--- config.mk ---
export PLATFORM = sky130hd
export DESIGN_NAME = pipe_stage_chain_flat
export DESIGN_NICKNAME = d
export VERILOG_FILES = /design/src/rtl/pipe_stage_chain_if.sv /design/src/rtl/pipe_stage_chain.sv /design/src/flat_wrapper.sv
export SDC_FILE = /design/constraint.sdc
export NUM_CORES = 1
export LEC_CHECK = 0
export CAP_MARGIN = 20
export CORE_ASPECT_RATIO = 0.8
export CORE_UTILIZATION = 32
export CTS_BUF_LIST = sky130_fd_sc_hd__clkbuf_4 sky130_fd_sc_hd__clkbuf_8 sky130_fd_sc_hd__clkbuf_16
export CTS_CLUSTER_DIAMETER = 40
export DETAILED_ROUTE_END_ITERATION = 10
export GPL_ROUTABILITY_DRIVEN = 0
export GPL_TIMING_DRIVEN = 0
export PLACE_DENSITY = 0.58
export SYNTH_ARGS = -nofsm -noshare
export SYNTH_HDL_FRONTEND = slang
export SYNTH_SLANG_ARGS = --single-unit
--- constraint.sdc ---
create_clock -name clk -period 1.6 [get_ports clk]
set_input_delay 0.32 -clock clk [delete_from_list [all_inputs] [get_ports clk]]
set_output_delay 0.32 -clock clk [all_outputs]
set_load 0.03 [all_outputs]
--- src/rtl/pipe_stage_chain_if.sv ---
// Handshake bundle for pipe_stage_chain: upstream word/valid/ready,
// downstream word/valid/accept, flush and occupancy count.
interface pipe_stage_chain_if #(
    parameter int N     = 32,
    parameter int DEPTH = 2
);
    logic                           we;
    logic                           flush;
    logic                           in_valid;
    logic [N-1:0]                   in;
    logic                           in_ready;
    logic [N-1:0]                   out;
    logic                           out_valid;
    logic [$clog2(DEPTH+1)-1:0]     count;

    modport master (
        output we, flush, in_valid, in,
        input  in_ready, out, out_valid, count
    );

    modport slave (
        input  we, flush, in_valid, in,
        output in_ready, out, out_valid, count
    );
endinterface

--- src/rtl/pipe_stage_chain.sv ---
// Chain of DEPTH valid-tagged N-bit pipeline registers with global advance,
// synchronous flush and an optional bubble-collapsing mode.
module pipe_stage_chain #(
    parameter int N        = 32,
    parameter int DEPTH    = 2,
    parameter bit COLLAPSE = 1'b0
) (
    input  logic              clk,
    input  logic              reset,
    pipe_stage_chain_if.slave bus
);
    localparam int CW = $clog2(DEPTH + 1);

    logic [N-1:0]   data_reg [DEPTH];
    logic [DEPTH-1:0] valid_reg;
    logic [DEPTH:0] move;
    logic [CW-1:0]  count_next;

    // A stage may move when downstream advances, or (collapsing) when it
    // holds a bubble that can simply be overwritten.
    always_comb begin
        move = '0;
        move[DEPTH] = bus.we;
        for (int i = DEPTH - 1; i >= 0; i--) begin
            if (COLLAPSE)
                move[i] = !valid_reg[i] || move[i+1];
            else
                move[i] = bus.we;
        end
    end

    always_ff @(posedge clk) begin
        if (reset || bus.flush) begin
            for (int i = 0; i < DEPTH; i++) begin
                data_reg[i]  <= '0;
                valid_reg[i] <= 1'b0;
            end
        end else begin
            if (move[0]) begin
                data_reg[0]  <= bus.in;
                valid_reg[0] <= bus.in_valid;
            end
            for (int i = 1; i < DEPTH; i++) begin
                if (move[i]) begin
                    data_reg[i]  <= data_reg[i-1];
                    valid_reg[i] <= valid_reg[i-1];
                end
            end
        end
    end

    always_comb begin
        count_next = '0;
        for (int i = 0; i < DEPTH; i++)
            count_next = count_next + CW'(valid_reg[i]);
    end

    assign bus.in_ready  = move[0];
    assign bus.out       = data_reg[DEPTH-1];
    assign bus.out_valid = valid_reg[DEPTH-1];
    assign bus.count     = count_next;
endmodule

--- src/flat_wrapper.sv ---
// flat-port wrapper written by rule: the top's interface ports become plain ports
module pipe_stage_chain_flat 
#(
    parameter int N        = 32,
    parameter int DEPTH    = 2,
    parameter bit COLLAPSE = 1'b0
)
  (clk, reset, bus_we, bus_flush, bus_in_valid, bus_in, bus_in_ready, bus_out, bus_out_valid, bus_count);
  pipe_stage_chain_if #(.N(N), .DEPTH(DEPTH)) bus_i ();
  input  logic clk;
  input  logic reset;
  input wire logic [$bits(bus_i.we)-1:0] bus_we;
  input wire logic [$bits(bus_i.flush)-1:0] bus_flush;
  input wire logic [$bits(bus_i.in_valid)-1:0] bus_in_valid;
  input wire logic [$bits(bus_i.in)-1:0] bus_in;
  output wire logic [$bits(bus_i.in_ready)-1:0] bus_in_ready;
  output wire logic [$bits(bus_i.out)-1:0] bus_out;
  output wire logic [$bits(bus_i.out_valid)-1:0] bus_out_valid;
  output wire logic [$bits(bus_i.count)-1:0] bus_count;
  assign bus_i.we = bus_we;
  assign bus_i.flush = bus_flush;
  assign bus_i.in_valid = bus_in_valid;
  assign bus_i.in = bus_in;
  assign bus_in_ready = bus_i.in_ready;
  assign bus_out = bus_i.out;
  assign bus_out_valid = bus_i.out_valid;
  assign bus_count = bus_i.count;
  pipe_stage_chain #(.N(N), .DEPTH(DEPTH), .COLLAPSE(COLLAPSE)) u_core (.clk(clk), .reset(reset), .bus(bus_i));
endmodule
==> flow_summary.toml, run 1 <==
[finish]
fillers = 752
utilization_pct = 46.7
seqCellArea_um2 = 1960
synthToLayoutAreaGrowth_pct = 37.5
drive_above_1_share_pct = 43.0
fin_area_um2 = 3810
n_antenna_cell = 0
fin_nets = 298
multiInputGateArea_um2 = 539
largest_reg_flops = 64

[timing]
setup-violations-final = 0
final.min_clock_period_ns = 1.53
slew_violations = 0
rsz0062_at_grt = "no"
holdWs_ns = 0.415
tightest_slew_ns = 0.808
period_share_pct = 95.5
finalClockSkew_ns = 0.00747
finalHoldViolCount = 0
relSlewSlack_pct = 46.1
max_freq_ghz = 0.655

[global_routing]
grt_pass1_vias = 1403
grt_max_degree = 65
antenna_found_initial = 0
gr-total-overflow = 0
grt_pass1_wl_um = 6470
grt.total_usage_pct = 9.88

[logic_synthesis]
syn_area_um2 = 2780
syn-instance-count = 176
syn_area_per_cell_um2 = 15.8
synth_seq_area_share_pct = 70.7
synth_nets = 214
synth-seq-cells = 66
yosys_warnings = 0
synth_cell_types = 11

[clock_network]
clockBufferDepth = 2
cts.sink_count = 66
clk_latency_ns = 0.34
cts_buffers = 9
clk_pin_slew_ns = 0.07
htreeDepth = 3
cts_tree = "built"
ctsHoldBuffers = 0
root_buffer = "clkbuf_8"

[floorplan]
die_w_um = 106
dieArea_um2 = 9050
io_pins = 73
rows = 29
start_util_pct = 34.0
coreArea_um2 = 8160
fp.dieH_um = 85.3

[job]
cap_viol_max_count = 0

[placement]
dpl.hpwl_um = 2640
post_dp_cell_area_um2 = 3630
port_buffers = 72

[routing]
route.detailed.drc = 0
final_antenna_net_count = 0
drtIter0Drc = 13
drt-met1-wl_um = 1640
met3_length_um = 288
drt_wl_total_um = 4020
wl_met2_um = 2020
highest-signal-layer = "met4"
wl_per_cell_um = 10.8
firstDrtPassIters = 4
via_per_inst = 3.86
num_vias = 1439

[setup_path]
r2r.worst_path.cells = 1
setup.worst_path.end_class = "primary output"
rr_endpoint = "u_core.data_reg[0][40]"
path_max_fanout = 1
cp.required_ns = 1.28
worstPathArrival_ns = 1.21
r2r-start = "u_core.data_reg[0][8]"
critPathKind = "reg -> out"
reg2reg_slack_ns = 0.81
crit_path_start_kind = "flip-flop"

[power]
power.density_nw_per_um2 = 1020
p_leak_nw = 1.74
vdd_drop_max_mv = 0.465

[min_path]
hold_path.class = "in -> reg"
hp-start = "bus_flush"
worstHoldPathCells = 2
min_to = "u_core.valid_reg[1]"

[status]
status = "finished clean"
## metrics by stage
stage / TNS [ns] / power [mW] / setup slack, ns / instances
floorplan: 0 / 2.24 / 0.305 / 176
global placement: -45.62 / 2.42 / -0.429 / 356
detailed placement: -48.25 / 2.43 / -0.438 / 356
CTS: 0 / 3.93 / 0.00467 / 373
global route: 0 / 4.03 / 0.0180 / 373
finish: 0 / 3.88 / 0.0726 / 373
## worst max path at each step
| stage | startpoint | endpoint | slack (ns) | cells after the start |
|---|---|---|---|---|
| 6_report | u_core.data_reg[0][53] | bus_out[21] | 0.07 | 2 |
| 2_1_floorplan | bus_we | u_core.data_reg[0][0] | 0.31 | 1 |
| 5_1_grt | u_core.data_reg[0][35] | bus_out[3] | 0.02 | 2 |
| 4_1_cts | u_core.valid_reg[1] | bus_count[1] | 0.005 | 2 |
| 3_5_place_dp | bus_we | u_core.data_reg[0][45] | -0.44 | 2 |
| 3_3_place_gp | bus_we | u_core.data_reg[0][42] | -0.43 | 2 |
## metal layers
layer	up-vias	GRT usage [%]
li1	738	-
met1	645	10.1
met2	47	16.6
met3	9	5.15
met4	0	4.92
met5	-	0
## kinds of logic after synthesis
family                     count (synthesis)  share of synthesized area, %
DFF                                       66                          70.7
buffers and inverters                     39                          10.0
muxes                                      2                         0.721
and+or+nand+nor                           68                          18.1
adders and majority gates                  1                         0.451
## what timing repair did
action                     4_1_cts  5_1_grt
setup endpoints to repair      102        2
buffers inserted                 1        0
gates resized for setup         42        4
cloned                           0        0
## power breakdown
group	switching [mW]	internal [mW]
Sequential	0.0186	1.98
Clock	0.653	0.874
Combinational	0.165	0.188
Total	0.836	3.04
## cell type report
type	instances	share of cell area (%)
buffer	39	7.28
multi-input combinational	71	14.1
clock inverter	7	2.46
sequential	66	51.4
timing repair buffer	73	17.9
clock buffer	9	3.25
tap	108	3.54
## critical path, stage by stage (launching register included)
cell	delay [ns]
edfxtp_1	0.39
buf_4	0.14
dlygate4sd2_1	0.35
## layout by cell type, fill, tap and decap left out, types with 7 or more instances in the layout
cell type        synthesis  final
clkbuf_8                 0      9
buf_4                   33     34
dlygate4sd2_1            0     36
clkbuf_2                 6      7
and2_2                  53     53
edfxtp_1                64     64
and2_1                  11     11
clkdlybuf4s50_1          0     33
## synth_stat cells, drive strengths merged
cell / n / area share (%)
and2: 64 / 17
buf: 33 / 8.9
clkbuf: 6 / 1.1
dfxtp: 2 / 1.4
edfxtp: 64 / 69
ha: 1 / 0.45
mux2i: 2 / 0.72
nor3: 2 / 0.36
nor3b: 1 / 0.68
or3: 1 / 0.27
Note: power is estimated with default switching activity, not from simulation.
==> run 2: changes to the inputs <==
CORE_UTILIZATION = 43   (was 32)
PLACE_DENSITY = 0.74   (was 0.58)
==> run 2 against run 1 <==
Global-route usage rose by 2.8 points; power fell by 1.7%; combinational power is essentially flat; worst hold slack better by 0.013 ns; clock-buffer cell count up 2; via count increased by 0.69%; die area shrank 25%; first-iteration DRC count rose to 3.1 times the previous value; flip-flop and latch count stayed put; clock skew down 0.0028 ns.
==> flow_summary.toml, run 2 (synthesized netlist as in run 1, its figures left out) <==
[floorplan]
die_w_um = 91.8
fp.dieH_um = 73.9
start_util_pct = 45.7
dieArea_um2 = 6780
coreArea_um2 = 6070
io_pins = 73
rows = 25

[clock_network]
clk_latency_ns = 0.33
post-cts-setup-buffers = 0
htreeDepth = 3
cts_tree = "built"
clk_pin_slew_ns = 0.06
cts.sink_count = 66
ctsHoldBuffers = 0
root_buffer = "clkbuf_8"
cts_buffers = 9
clockBufferDepth = 2

[status]
status = "finished clean"

[power]
p_leak_nw = 1.73
p_total_mw = 3.81
power.density_nw_per_um2 = 1020
vdd_drop_max_mv = 0.645

[global_routing]
grt_pass1_wl_um = 6040
grt.total_usage_pct = 12.7
grt_pass1_vias = 1401
grt_max_degree = 65
antenna_found_initial = 0
gr-total-overflow = 0

[timing]
slew_violations = 0
tightest_slew_ns = 0.820
relSlewSlack_pct = 45.3
finalHoldViolCount = 0
setup-violations-final = 0
rsz0062_at_grt = "no"
period_share_pct = 96.4
max_freq_ghz = 0.648
final.min_clock_period_ns = 1.54
finalClockSkew_ns = 0.00464
tns_ns = 0
layout_setup_ws_ns = 0.0577

[placement]
port_buffers = 72
pre_cts_slack_ns = -0.431
post_dp_cell_area_um2 = 3600

[setup_path]
path_cells = "ha_1 -> clkdlybuf4s15_2"
critPathKind = "reg -> out"
worstPathArrival_ns = 1.22
cp.required_ns = 1.28
setup.worst_path.end_class = "primary output"
crit_path_start_kind = "flip-flop"
cp_slowest_cell = "dfxtp_1"
slowest_delay_ns = 0.33
path_max_fanout = 3

[finish]
fin_area_um2 = 3760
mostFrequentLayoutCells = "64 x edfxtp_1, 53 x and2_2, 36 x dlygate4sd2_1, 34 x buf_4, 33 x clkdlybuf4s50_1"
fin_nets = 297
drive_above_1_share_pct = 41.8
fillers = 460
largest_reg_flops = 64
utilization_pct = 61.9
final_common_cell = "edfxtp_1"
synthToLayoutAreaGrowth_pct = 35.3
n_antenna_cell = 0

[routing]
num_vias = 1449
via_per_inst = 4.21
drtIter0Drc = 40
firstDrtPassIters = 3
highest-signal-layer = "met4"
final_antenna_net_count = 0
route.detailed.drc = 0
drt_wl_total_um = 3850
met3_length_um = 314
wl_per_cell_um = 11.2
drt-met1-wl_um = 1410
wl_met2_um = 2060

[job]
cap_viol_max_count = 0

[min_path]
hold_path.class = "in -> reg"
run 2: changes by cell type in the layout (fill, tap and decap cells not counted), sizes merged:
cell,delta
clkdlybuf4s15,+1
clkinv,-1
clkinvlp,-2
buf,-2
clkbuf,+2
run 2: layout make-up:
cell class / count / area [µm²] / share of cell area (%)
sequential: 66 / 1960 / 52.2
timing repair buffer: 72 / 669 / 17.8
multi-input combinational: 71 / 539 / 14.4
buffer: 39 / 278 / 7.40
clock buffer: 11 / 139 / 3.70
tap: 81 / 101 / 2.70
clock inverter: 4 / 67.6 / 1.80
run 2: power breakdown:
part	internal, mW	switching (mW)	total [mW]
Clock	0.894	0.570	1.46
Combinational	0.185	0.165	0.350
Sequential	1.98	0.0184	2.00
Total	3.06	0.753	3.81
run 2: per-layer routing:
layer / vias up / track usage, %
li1: 729 / -
met1: 662 / 10.7
met2: 51 / 24.0
met3: 7 / 7.66
met4: 0 / 5.73
met5: - / 0
run 2: per-stage QoR:
stage	cells	hold slack (ns)
after floorplan	176	0.397
after global placement	329	0.501
after detailed placement	329	0.514
after CTS	344	0.403
after global routing	344	0.415
final	344	0.428
run 2: final timing paths:
check	end	slack (ns)	start	cells past startpoint
worst max-delay path	bus_count[0]	0.06	u_core.valid_reg[0]	2
worst min-delay path	u_core.valid_reg[1]	0.43	reset	2
worst max register to register	u_core.data_reg[0][58]	0.82	u_core.data_reg[0][26]	1
worst min register to register	u_core.data_reg[0][57]	0.53	u_core.data_reg[0][25]	1
run 2: what timing repair did:
item / CTS / global route
pin swaps: 1 / 0
endpoints found under the setup margin: 100 / 1
hold endpoints to repair: 0 / 0
resized for setup: 42 / 2
run 2: critical path, delay by kind of cell, from the launching register on:
kind                       cells  cell delay [ns]
DFF                            1             0.33
buffers and inverters          1             0.29
adders and majority gates      1             0.27
